<file path="config.mk">
export PLATFORM = sky130hd
export DESIGN_NAME = uart_rx
export DESIGN_NICKNAME = d
export VERILOG_FILES = /design/src/rtl/uart_rx.sv
export SDC_FILE = /design/constraint.sdc
export NUM_CORES = 1
export LEC_CHECK = 0
export ABC_CLOCK_PERIOD_IN_PS = 3000
export BUFFER_PORTS_ARGS = -buffer_cell sky130_fd_sc_hd__buf_2
export CAP_MARGIN = 25
export CORE_AREA = 8 8 67 69
export DETAILED_ROUTE_END_ITERATION = 8
export DIE_AREA = 0 0 75 77
export PLACE_DENSITY = 0.64
export SLEW_MARGIN = 25
export SYNTH_ARGS = -nofsm -noshare
export SYNTH_HDL_FRONTEND = slang
export SYNTH_SLANG_ARGS = --single-unit
</file>
<file path="constraint.sdc">
create_clock -name hwclk -period 3 [get_ports hwclk]
set_input_delay 0.15 -clock hwclk [delete_from_list [all_inputs] [get_ports hwclk]]
set_output_delay 0.15 -clock hwclk [all_outputs]
set_load 0.02 [all_outputs]
</file>
<file path="src/rtl/uart_rx.sv">
// UART receiver: 8N1 framing of an asynchronous serial line oversampled in the
// hwclk domain, delivering bytes on a valid/ready output with framing and
// overrun status.
module uart_rx #(
    parameter int CLKS_PER_BIT = 87
) (
    input  logic       hwclk,
    input  logic       reset,
    input  logic       rx,
    output logic [7:0] rx_data,
    output logic       rx_valid,
    input  logic       rx_ready,
    output logic       framing_err,
    output logic       overrun,
    output logic       busy
);

    localparam int HALF_BIT = CLKS_PER_BIT / 2;
    localparam int CNT_W    = $clog2(CLKS_PER_BIT) + 1;

    typedef enum logic [2:0] {
        S_IDLE      = 3'd0,
        S_START     = 3'd1,
        S_DATA      = 3'd2,
        S_STOP      = 3'd3,
        S_WAIT_IDLE = 3'd4
    } state_t;

    state_t             r_state;
    state_t             w_state_nxt;
    logic               r_rx_m;
    logic               r_rx_s;
    logic [CNT_W-1:0]   r_cnt;
    logic [2:0]         r_bit;
    logic [7:0]         r_shift;
    logic [7:0]         r_data;
    logic               r_valid;
    logic               r_ferr;
    logic               r_ovr;

    logic               w_half;
    logic               w_full;
    logic               w_cnt_clr;
    logic               w_shift;
    logic               w_load;
    logic               w_ferr;
    logic               w_xfer;

    // Counter is cleared on entry to START, so in START it lags the frame
    // cycle number by one: terminal count HALF_BIT-1 lands on cycle HALF_BIT.
    assign w_half = (r_cnt == CNT_W'(HALF_BIT - 1));
    assign w_full = (r_cnt == CNT_W'(CLKS_PER_BIT - 1));
    assign w_xfer = r_valid & rx_ready;

    // Two-flop synchronizer; idles high so reset cannot fake a start edge.
    always_ff @(posedge hwclk) begin
        if (reset) begin
            r_rx_m <= 1'b1;
            r_rx_s <= 1'b1;
        end else begin
            r_rx_m <= rx;
            r_rx_s <= r_rx_m;
        end
    end

    // State register.
    always_ff @(posedge hwclk) begin
        if (reset) begin
            r_state <= S_IDLE;
        end else begin
            r_state <= w_state_nxt;
        end
    end

    // Next-state and per-cycle strobes; every sample point also clears the counter.
    always_comb begin
        w_state_nxt = r_state;
        w_cnt_clr   = 1'b0;
        w_shift     = 1'b0;
        w_load      = 1'b0;
        w_ferr      = 1'b0;
        case (r_state)
            S_IDLE: begin
                if (!r_rx_s) begin
                    w_state_nxt = S_START;
                    w_cnt_clr   = 1'b1;
                end
            end
            S_START: begin
                if (w_half) begin
                    w_cnt_clr   = 1'b1;
                    w_state_nxt = r_rx_s ? S_IDLE : S_DATA;
                end
            end
            S_DATA: begin
                if (w_full) begin
                    w_cnt_clr = 1'b1;
                    w_shift   = 1'b1;
                    if (r_bit == 3'd7) begin
                        w_state_nxt = S_STOP;
                    end
                end
            end
            S_STOP: begin
                if (w_full) begin
                    w_cnt_clr = 1'b1;
                    if (r_rx_s) begin
                        w_load      = 1'b1;
                        w_state_nxt = S_IDLE;
                    end else begin
                        w_ferr      = 1'b1;
                        w_state_nxt = S_WAIT_IDLE;
                    end
                end
            end
            S_WAIT_IDLE: begin
                if (r_rx_s) begin
                    w_state_nxt = S_IDLE;
                end
            end
            default: begin
                w_state_nxt = S_IDLE;
            end
        endcase
    end

    // Bit-time cycle counter; only runs while timing a bit.
    always_ff @(posedge hwclk) begin
        if (reset) begin
            r_cnt <= '0;
        end else if (w_cnt_clr) begin
            r_cnt <= '0;
        end else if (r_state == S_START || r_state == S_DATA || r_state == S_STOP) begin
            r_cnt <= r_cnt + 1'b1;
        end
    end

    // Data bit index; returns to 0 after bit 7 so the next frame starts clean.
    always_ff @(posedge hwclk) begin
        if (reset) begin
            r_bit <= 3'd0;
        end else if (w_shift) begin
            r_bit <= (r_bit == 3'd7) ? 3'd0 : r_bit + 3'd1;
        end
    end

    // LSB-first shift register: each sample enters at the MSB.
    always_ff @(posedge hwclk) begin
        if (w_shift) begin
            r_shift <= {r_rx_s, r_shift[7:1]};
        end
    end

    // Output byte, valid/ready handshake, framing pulse and sticky overrun.
    always_ff @(posedge hwclk) begin
        if (reset) begin
            r_data  <= 8'h00;
            r_valid <= 1'b0;
            r_ferr  <= 1'b0;
            r_ovr   <= 1'b0;
        end else begin
            r_ferr <= w_ferr;
            if (w_load) begin
                r_data  <= r_shift;
                r_valid <= 1'b1;
            end else if (w_xfer) begin
                r_valid <= 1'b0;
            end
            if (w_load && r_valid && !w_xfer) begin
                r_ovr <= 1'b1;
            end else if (w_xfer && !w_load) begin
                r_ovr <= 1'b0;
            end
        end
    end

    assign rx_data     = r_data;
    assign rx_valid    = r_valid;
    assign framing_err = r_ferr;
    assign overrun     = r_ovr;
    assign busy        = (r_state != S_IDLE);

endmodule

</file>
# Word-level counts from Yosys, hierarchy flattened
# Cells that the tools add are included.
[classes]
n_addsub = 2
n_eq_ne = 13
muxes = 22
bitwise_logic = 3
reduce_logical = 15
[ops]
columns = ["cell", "n"]
rows = [
  ["$mux W3", 8],
  ["$pmux W3 S5", 1],
  ["$ne A2 B2 Y1 const B", 6],
  ["$mux W1", 11],
  ["$add A8 B1 Y8 const B", 1],
  ["$eq A8 B6 Y1 const B", 1],
  ["$eq A8 B7 Y1 const B", 1],
  ["$eq A3 B2 Y1 const B", 2],
  ["$eq A3 B3 Y1 const B", 2],
  ["$reduce_and A6 Y1", 1],
  ["$reduce_bool A2 Y1", 2],
  ["$reduce_or A2 Y1", 2],
  ["$add A3 B1 Y3 const B", 1],
  ["$eq A3 B1 Y1 const B", 1],
  ["$logic_and A1 B1 Y1", 3],
  ["$logic_not A3 Y1", 1],
  ["$pmux W1 S3", 1],
  ["$reduce_bool A3 Y1", 1],
  ["$reduce_or A3 Y1", 1],
  ["$logic_not A1 Y1", 2],
  ["$logic_or A1 B1 Y1", 2],
  ["$mux W2", 1],
  ["$not A1 Y1", 2],
  ["$and A1 B1 Y1", 1],
]
[word_totals]
reg_bits = 35
inputBits = 4
out_inout_bits = 12
elab_cells = 65

# Longest topological paths before layout
# Gate-level depths: netlist of run 1.
[logic_depth]
word_depth = 7
ltp_mapped = 7
mapped_depth_nobuf = 6

# Least setup slack after synthesis of run 1
# OpenSTA, ideal clock, no wires.
[synth_timing]
path_type = "reg-to-reg"
startpoint = "reg r_cnt[0]"
endpoint = "reg r_bit[0]"
setup_ps = 128
arrival_ps = 1704
t_required_ps = 2872
setup_slack_ps = 1168
path_stages_with_launch = 7
n_path_buf = 0
period_less_slack_ps = 1832
cell_sequence = "dfxtp_1 > inv_1 > ha_1 > nand4b_2 > nor4_4 > mux2i_1 > nor2_1"
[synth_between]
elab_chain_cells = 3
[synth_lines]
columns = ["element", "line", "rtl"]
rows = [
  ["start, declared", "33", "logic [CNT_W-1:0] r_cnt;"],
  ["start signal, assigned", "134", "r_cnt <= r_cnt + 1'b1;"],
  ["$eq A8 B7 Y1", "52", "assign w_full = (r_cnt == CNT_W'(CLKS_PER_BIT - 1));"],
  ["$mux W1", "96", "if (w_full) begin"],
  ["$mux W1", "82", "case (r_state)"],
  ["net w_shift", "44", "logic w_shift;"],
  ["end signal, assigned", "143", "r_bit <= (r_bit == 3'd7) ? 3'd0 : r_bit + 3'd1;"],
  ["end, declared", "34", "logic [2:0] r_bit;"],
]
# The timed path passes the listed nets, and every way through them passes these cells.
# A chain may end at the register's enable or synchronous reset.

# Worst setup path after layout of run 1
[layout_timing]
startpoint = "reg r_cnt[0]"
endpoint = "reg r_data[0] (netlist: rx_data[0])"
[layout_between]
elab_chain_cells = 3
[layout_lines]
columns = ["element", "line", "rtl"]
rows = [
  ["$eq A8 B7 Y1", "52", ""],
  ["$mux W1", "105", "if (w_full) begin"],
  ["$mux W1", "82", ""],
  ["end signal, assigned", "164", "r_data <= r_shift;"],
  ["end, declared", "36", "logic [7:0] r_data;"],
]
# No other way between the ends.

==> run metrics, run 1 <==
most common cell in the synthesized netlist=dfxtp_1; WL/cell=13.2 microns; Syn Std Cell Area=1550 sq um; Syn Nets=153; dominant synthesized flop cell=dfxtp_1; num rows=22; Initial Util=44.3%; I/O pins=16; final worst slack=0.839 ns; number of antenna violations at the first check in global routing=0; status=complete, no violations; Clock Latency Late Sink=0.32 ns; Clock Sinks=35; Reg clk slew, reported paths=0.10 ns; routability cong.=0.795; slew at the pin with the worst max-slew slack=0.773 ns; vias in the first global route=994; GRT Residual Overflow=0; 1st-pass router iterations=4; H-tree levels=2; count of final hold-check violations=0; ratio of cells with drive above 1 in the final layout=19.9%; first-pass GRT wire length=4600 microns; Syn Inst Count=145; Routed Antenna Nets=0; via count=1052; adder-cell area share of the yosys netlist=3.23%; critical-path cell list=inv_1 -> ha_1 -> nand4b_2 -> nor4_4 -> mux2i_1 -> nor2_1; Post-CTS Setup Bufs=0; CP required=3.21 ns; initial drt markers=45; Fin Setup TNS=0 ns; largest family of logic cells by synthesized area=simple AND/OR/NAND/NOR gates; Final Power=0.856 mW; Finished Cell Area=1690 sq um; simple-gate share of the synthesized area=23.8%; sequential area share after synthesis=50.4%; # diodes=0; Worst Skew=0.00216 ns; Pleak=0.641 nW; core area=3500 sq um; placed inst area=1630 sq um; CTS max path bufs=2; die area=5780 sq um; # DRC=0; IO buf count=15; post-synthesis mux area share=7.10%; Final nets=168; gr usage total=10.1%; list of most frequent post-synthesis cells=27 x dfxtp_1, 25 x nor2_1, 11 x mux2i_1; largest net degree at the start of global routing=21; CTS tree=done; final period utilization=72.0%; min cycle time layout=2.16 ns; Yosys warnings=0; DP HPWL=2010 microns; CP Class=flop to flop; top cells by area, synth=dfxtp_1 35%, edfxtp_1 15%, mux2i_1 7.1%; largest fanout on the critical path=9; critical path's slowest cell=nor4_4; Syn-to-layout area delta=8.96%; Synth Area in XOR/XNOR=4.52%; post-synthesis cell type count=39; RSZ-0062 raised after global routing=no; Chip Height=77 microns; Hold Crit Class=input pin to flop; Async SR Flop Fraction=0%; CP Launch Type=flop; vias per cell=5.03; final wirelength=2760 microns; power per cell area=507 nW/um^2; Max-cap violations=0; die width=75 microns; Synth Area in Compound Gates=6.21%; Crit path arrival time=2.37 ns; Critical Path End Type=flop; #FFs+latches synth=35; CP max stage delay=0.79 ns; VDD IR-drop max=0.000361 V; Clock Root Buffer=clkbuf_4; Synth area leader=dfxtp_1; slew margin rel.=48.1%; syn_area_per_cell=10.7 sq um; number of synthesized flops with an enable pin=8; pre-CTS setup slack=0.856 ns; f_max=0.463 GHz; CTS buffer count=5; top-area cell type share of the netlist area=34.9%; Final setup violation count=0; Slew Viols, Final=0
## metrics by stage
step                utilization (%)  hold WS, ns  cells
finish                         48.3        0.111    209
global route                   48.3        0.103    209
CTS                            48.3       0.0941    209
detailed placement             46.6        0.339    200
global placement               46.6        0.344    200
floorplan                         -        0.254    145
## cells by family (layout without fill, tap and decap cells)
kind of cell	after synthesis	after routing
buffers and inverters	13	29
AND/OR/NAND/NOR	61	61
XOR/XNOR	8	8
multiplexers	11	11
AO/OA/AOI/OAI	13	13
adder cells (fa/ha/maj)	4	4
flip-flops	35	35
## area by class of cell
cell class                 count  area [sq um]
fill                         358          1810
sequential                    35           781
multi-input combinational     97           696
timing repair buffer          16          85.1
tap                           48          60.1
clock buffer                   6          41.3
inverter                       5          18.8
clock inverter                 2          7.51
## power breakdown
group,switching (mW),total [mW],internal [mW]
Clock,0.145,0.231,0.0868
Combinational,0.0627,0.108,0.0457
Sequential,0.0241,0.516,0.492
Total,0.231,0.856,0.625
## cells in the final DEF, fill, tap and decap left out, types with 2 or more instances in the layout
cell type,synthesis,routed
a211oi_1,2,2
a21oi_1,2,2
buf_2,2,15
clkbuf_4,0,5
clkinv_1,0,2
dfxtp_1,27,27
edfxtp_1,8,8
ha_1,4,4
inv_1,5,5
mux2i_1,11,11
nand2_1,4,4
nand4_1,3,3
nor2_1,25,25
nor3_1,7,7
nor4_1,3,3
nor4_4,2,2
o21ai_0,3,3
or2_2,3,3
or3_1,2,2
xnor2_1,4,4
xor2_1,4,4
## path summary, 6_finish.rpt
check	startpoint	to	slack, ns	depth (start not counted)
worst max register to register	r_cnt[0]$_SDFFE_PP0P_	rx_data[0]$_SDFFE_PP0N_	0.84	6
worst min-delay path	rx_ready	rx_valid$_SDFFE_PP0P_	0.11	4
worst min register to register	r_rx_m$_SDFF_PP1_	r_rx_s$_SDFF_PP1_	0.42	1
worst max-delay path	r_cnt[0]$_SDFFE_PP0P_	rx_data[0]$_SDFFE_PP0N_	0.84	6
## flip-flops by register name, summed over array words and instances (netlist names), 3 cells and up
register and cells:
r_cnt 8, r_shift 8, rx_data 8, r_bit 3, r_state 3
## worst max-delay path, delay by kind of cell (launching register included)
family,cells,cell delay (ns)
simple gates,3,1.15
fa+ha+maj,1,0.18
flops,1,0.37
mux,1,0.27
buf+inv,1,0.08
## layer usage
metal	vias up	global-route usage (%)	share of wire (%)
li1	540	-	-
met1	492	11.9	45
met2	16	15.7	47
met3	4	4.29	6.3
met4	0	3.53	1.1
met5	-	0	0
## timing repair
item,CTS,global route
hold endpoints to repair,1,0
hold buffers,1,0
gates resized for setup,0,0
Note: power is estimated with default switching activity, not from simulation.
==> run 2: changes to the inputs <==
--- a/config.mk
+++ b/config.mk
@@ -5,7 +5,7 @@
 export SDC_FILE = /design/constraint.sdc
 export NUM_CORES = 1
 export LEC_CHECK = 0
-export ABC_CLOCK_PERIOD_IN_PS = 3000
+export ABC_CLOCK_PERIOD_IN_PS = 2200
 export BUFFER_PORTS_ARGS = -buffer_cell sky130_fd_sc_hd__buf_2
 export CAP_MARGIN = 25
 export CORE_AREA = 8 8 67 69
==> constraint.sdc (replaced) <==
create_clock -name hwclk -period 2.2 [get_ports hwclk]
set_input_delay 0.11 -clock hwclk [delete_from_list [all_inputs] [get_ports hwclk]]
set_output_delay 0.11 -clock hwclk [all_outputs]
set_load 0.02 [all_outputs]
==> run 2 against run 1 <==
Against the previous run: cell count grew 1.4%; highest routed layer unchanged; global-route usage up 0.53 points; clock power grew 38%; maximum frequency is 16% higher; wire length grew 1.3%; register-to-register slack worse by 0.51 ns; sequential power is 35% higher; sequential share of layout area decreased by 0.61 points; critical path type unchanged; non-clock buffer count is 3 higher; worst hold slack got worse by 0.036 ns; first-iteration DRC count fell by 8.9%; core utilization is 0.64 points higher.
==> run metrics, run 2 (same netlist as run 1, synthesis figures left out) <==
CTS max path bufs=2; Crit path arrival time=2.08 ns; Worst R2R Setup Slack=0.33 ns; die width=75 microns; die area=5780 sq um; min cycle time layout=1.87 ns; Pleak=0.657 nW; Final Power=1.17 mW; vias per cell=5.02; # DRC=0; CTS buffer count=5; status=complete, no violations; WHS Endpoint=rx_valid$_SDFFE_PP0P_; commonest non-fill, non-tap cell in the layout=dfxtp_1; pre-CTS setup slack=0.322 ns; largest fanout on the critical path=9; Post-CTS Setup Bufs=0; CTS tree=done; routability cong.=0.810; f_max=0.535 GHz; WL/cell=13.2 microns; CP Launch Type=flop; first-pass GRT wire length=4730 microns; Hold Crit Class=input pin to flop; Max-cap violations=0; number of antenna violations at the first check in global routing=0; Critical Path End Type=flop; ratio of cells with drive above 1 in the final layout=21.3%; most frequent cells in the layout=27 x dfxtp_1, 25 x nor2_1, 15 x buf_2; vias in the first global route=1091; gr usage total=10.6%; power per cell area=686 nW/um^2; 1st-pass router iterations=4; Final setup violation count=0; Reg clk slew, reported paths=0.10 ns; Initial Util=44.3%; IO buf count=15; Routed Antenna Nets=0; slew at the pin with the worst max-slew slack=0.400 ns; GRT Residual Overflow=0; PostCTS Resize Cnt=0; Clock Root Buffer=clkbuf_4; Fin Setup TNS=0 ns; DP HPWL=2010 microns; Syn-to-layout area delta=10.4%; Final nets=171; hold depth=4; VDD IR-drop max=0.000439 V; CP Class=flop to flop; Chip Height=77 microns; final worst slack=0.332 ns; CP required=2.41 ns; final period utilization=84.9%; hold_sp=rx_ready; largest net degree at the start of global routing=21; final wirelength=2790 microns; H-tree levels=2; initial drt markers=41; fill count=345; worst-case reg-to-reg path depth=6; hold_buf cts=1; I/O pins=16; core area=3500 sq um; reg2reg end=rx_data[4]$_SDFFE_PP0N_; cell count after placement=203; Clock Sinks=35; via count=1065; Worst Skew=0.00644 ns; num rows=22; Clock Latency Late Sink=0.33 ns; worst reg2reg path startpoint=r_cnt[1]$_SDFFE_PP0P_; Slew Viols, Final=0; slew margin rel.=73.4%; RSZ-0062 raised after global routing=no; final non-filler cell total=212; # diodes=0; count of final hold-check violations=0
-- run 2: worst max-delay path by stage --
stage                               start                 endpoint  slack, ns  cells past startpoint
global route        r_cnt[1]$_SDFFE_PP0P_    r_bit[1]$_SDFFE_PP0P_       0.17                      6
global placement    r_cnt[1]$_SDFFE_PP0P_  rx_data[0]$_SDFFE_PP0N_       0.41                      6
CTS                 r_cnt[1]$_SDFFE_PP0P_  rx_data[4]$_SDFFE_PP0N_       0.29                      6
floorplan           r_cnt[0]$_SDFFE_PP0P_    r_bit[0]$_SDFFE_PP0P_       0.37                      6
finish              r_cnt[1]$_SDFFE_PP0P_  rx_data[4]$_SDFFE_PP0N_       0.33                      6
detailed placement  r_cnt[1]$_SDFFE_PP0P_  rx_data[4]$_SDFFE_PP0N_       0.32                      6
-- run 2: worst max-delay path, cell delays in order, from the launching register on --
cell      delay (ns)
dfxtp_1         0.42
ha_1            0.21
nand4b_2        0.29
nor4_4          0.32
buf_4           0.24
mux2i_1         0.22
nor2_1          0.05
-- run 2: area by class of cell --
type	count	area [sq um]	share of cell area, %
well taps	48	60.1	3.51
multi-input cells	97	696	40.6
repair buffers	19	108	6.29
clock inverters	2	7.51	0.439
flip-flops and latches	35	781	45.6
clock buffers	6	41.3	2.41
inverters	5	18.8	1.10
-- run 2: stage by stage --
step	hold WS [ns]	utilization, %	area, sq um
6_report	0.0752	49.0	1710
5_1_grt	0.0703	49.0	1710
4_1_cts	0.0614	49.0	1710
3_5_place_dp	0.299	47.3	1650
3_3_place_gp	0.298	47.3	1650
2_1_floorplan	0.214	-	1550
-- run 2: layer usage --
metal / global-route usage [%] / vias up / wire, microns
met2: 17.6 / 16 / 1400
li1: - / 548 / -
met3: 4.68 / 7 / 171
met1: 10.9 / 494 / 1170
met4: 5.29 / 0 / 57
met5: 0 / - / 0
-- run 2: report_power, final --
| part | internal, mW | switching (mW) |
|---|---|---|
| combinational | 0.0659 | 0.0906 |
| sequential | 0.671 | 0.0270 |
| clock | 0.118 | 0.201 |
==> run 3: changes to the inputs <==
--- a/config.mk
+++ b/config.mk
@@ -5,7 +5,7 @@
 export SDC_FILE = /design/constraint.sdc
 export NUM_CORES = 1
 export LEC_CHECK = 0
-export ABC_CLOCK_PERIOD_IN_PS = 2200
+export ABC_CLOCK_PERIOD_IN_PS = 1950
 export BUFFER_PORTS_ARGS = -buffer_cell sky130_fd_sc_hd__buf_2
 export CAP_MARGIN = 25
 export CORE_AREA = 8 8 67 69
==> constraint.sdc (replaced) <==
create_clock -name hwclk -period 1.95 [get_ports hwclk]
set_input_delay 0.0975 -clock hwclk [delete_from_list [all_inputs] [get_ports hwclk]]
set_output_delay 0.0975 -clock hwclk [all_outputs]
set_load 0.02 [all_outputs]
==> run 3 against run 2 <==
Against the previous run: power grew 13%; via count about the same; non-clock buffer count up 1; critical path type unchanged.
==> run metrics, run 3 (same netlist as run 1, synthesis figures left out) <==
vias in the first global route=1013; WHS=0.0474 ns; CTS buffer count=5; IO buf count=15; final wirelength=2740 microns; CP required=2.20 ns; # diodes=0; CTS max path bufs=2; Hold Crit Class=input pin to flop; gr usage total=10.6%; die width=75 microns; Fin Setup TNS=0 ns; Final nets=172; final period utilization=92.2%; Clock Latency Late Sink=0.33 ns; Comb power frac=13.4%; Final setup violation count=0; status=complete, no violations; ratio of cells with drive above 1 in the final layout=21.8%; hold_sp=rx_ready; Sw Share=27.1%; via count=1066; initial drt markers=68; Reg clk slew, reported paths=0.10 ns; first-pass GRT wire length=4710 microns; Critical Path End Type=flop; Worst R2R Setup Slack=0.15 ns; power per cell area=761 nW/um^2; GR peak layer=met2; Worst setup startpoint=r_cnt[0]$_SDFFE_PP0P_; Clock Power Share=27.1%; Max-cap violations=0; DP HPWL=1960 microns; internal power=0.966 mW; Slew Viols, Final=0; slew at the pin with the worst max-slew slack=0.418 ns; met2 usage=15.5%; routing usage on met3=3.90%; largest fanout on the critical path=8; routability cong.=0.800; Chip Height=77 microns; Clock Root Buffer=clkbuf_4; worst reg2reg path startpoint=r_cnt[0]$_SDFFE_PP0P_; 1st-pass router iterations=4; vias per cell=5.00; CTS tree=done; CP Launch Type=flop; Worst Skew=0.0118 ns; f_max=0.557 GHz; sequential power share=59.4%; slew margin rel.=72.1%; core area=3500 sq um; commonest non-fill, non-tap cell in the layout=dfxtp_1; number of antenna violations at the first check in global routing=0; GRT Residual Overflow=0; num rows=22; worst-case reg-to-reg path depth=6; Pleak=0.680 nW; most frequent cells in the layout=27 x dfxtp_1, 25 x nor2_1, 15 x buf_2; Net Switching=0.359 mW; largest net degree at the start of global routing=21; WHS Endpoint=rx_valid$_SDFFE_PP0P_; Syn-to-layout area delta=12.3%; hold depth=4; H-tree levels=2; Routed Antenna Nets=0; reg2reg end=r_cnt[1]$_SDFFE_PP0P_; VDD IR-drop max=0.000403 V; die area=5780 sq um; min cycle time layout=1.80 ns; Initial Util=44.3%; CP Class=flop to flop; # DRC=0; Crit path arrival time=2.05 ns; WL/cell=12.9 microns; count of final hold-check violations=0; I/O pins=16; met1 usage=13.0%; RSZ-0062 raised after global routing=no; Clock Sinks=35
-- run 3: final cells by class --
class                   instances  area, sq um
fillers                       349         1760
well taps                      48         60.1
repair buffers                 20          128
clock buffers                   6         41.3
inverters                       5         18.8
multi-input cells              97          704
clock inverters                 2         7.51
flip-flops and latches         35          781
-- run 3: worst max-delay path, cell delays in order (launching register included) --
cell      delay, ns
dfxtp_1        0.42
inv_1          0.06
ha_1           0.24
nand4b_4       0.18
nor3_4         0.07
or4_4          0.59
a211oi_2       0.15
-- run 3: how the worst max path moves through the flow --
| stage | endpoint | cells past startpoint | slack, ns |
|---|---|---|---|
| detailed placement | r_bit[1]$_SDFFE_PP0P_ | 6 | 0.11 |
| global route | r_cnt[1]$_SDFFE_PP0P_ | 6 | 0.08 |
| global placement | r_cnt[1]$_SDFFE_PP0P_ | 6 | 0.15 |
| finish | r_cnt[1]$_SDFFE_PP0P_ | 6 | 0.15 |
| CTS | r_bit[1]$_SDFFE_PP0P_ | 7 | 0.08 |
| floorplan | r_bit[0]$_SDFFE_PP0P_ | 6 | 0.12 |
-- run 3: through the flow --
step	power [mW]	area (sq um)	util [%]	std cells	worst slack (ns)
2_1_floorplan	0.947	1550	-	145	0.118
3_5_place_dp	0.981	1670	47.9	204	0.106
6_report	1.32	1740	49.8	213	0.153
4_1_cts	1.35	1730	49.5	213	0.0826
5_1_grt	1.41	1740	49.8	213	0.0757
3_3_place_gp	0.975	1670	47.9	204	0.146
-- run 3: power groups by stage --
| stage | Combinational (mW) | Clock [mW] | Sequential, mW |
|---|---|---|---|
| 2_1_floorplan | 0.158 | 0 | 0.789 |
| 3_3_place_gp | 0.172 | 0 | 0.803 |
| 3_5_place_dp | 0.177 | 0 | 0.804 |
| 4_1_cts | 0.179 | 0.379 | 0.788 |
| 5_1_grt | 0.198 | 0.417 | 0.793 |
| 6_report | 0.178 | 0.359 | 0.788 |
-- run 3: repair_timing --
item                                   4_1_cts  5_1_grt
hold buffers                                 1        0
setup endpoints to repair                    0        4
endpoints found under the hold margin        1        0
setup buffers                                0        0
gates resized for setup                      0        1
-- run 3: routing by layer --
layer,vias to the layer above,share of wire (%)
li1,548,-
met1,496,44
met2,16,48
met3,6,5.3
met4,0,2.2
met5,-,0
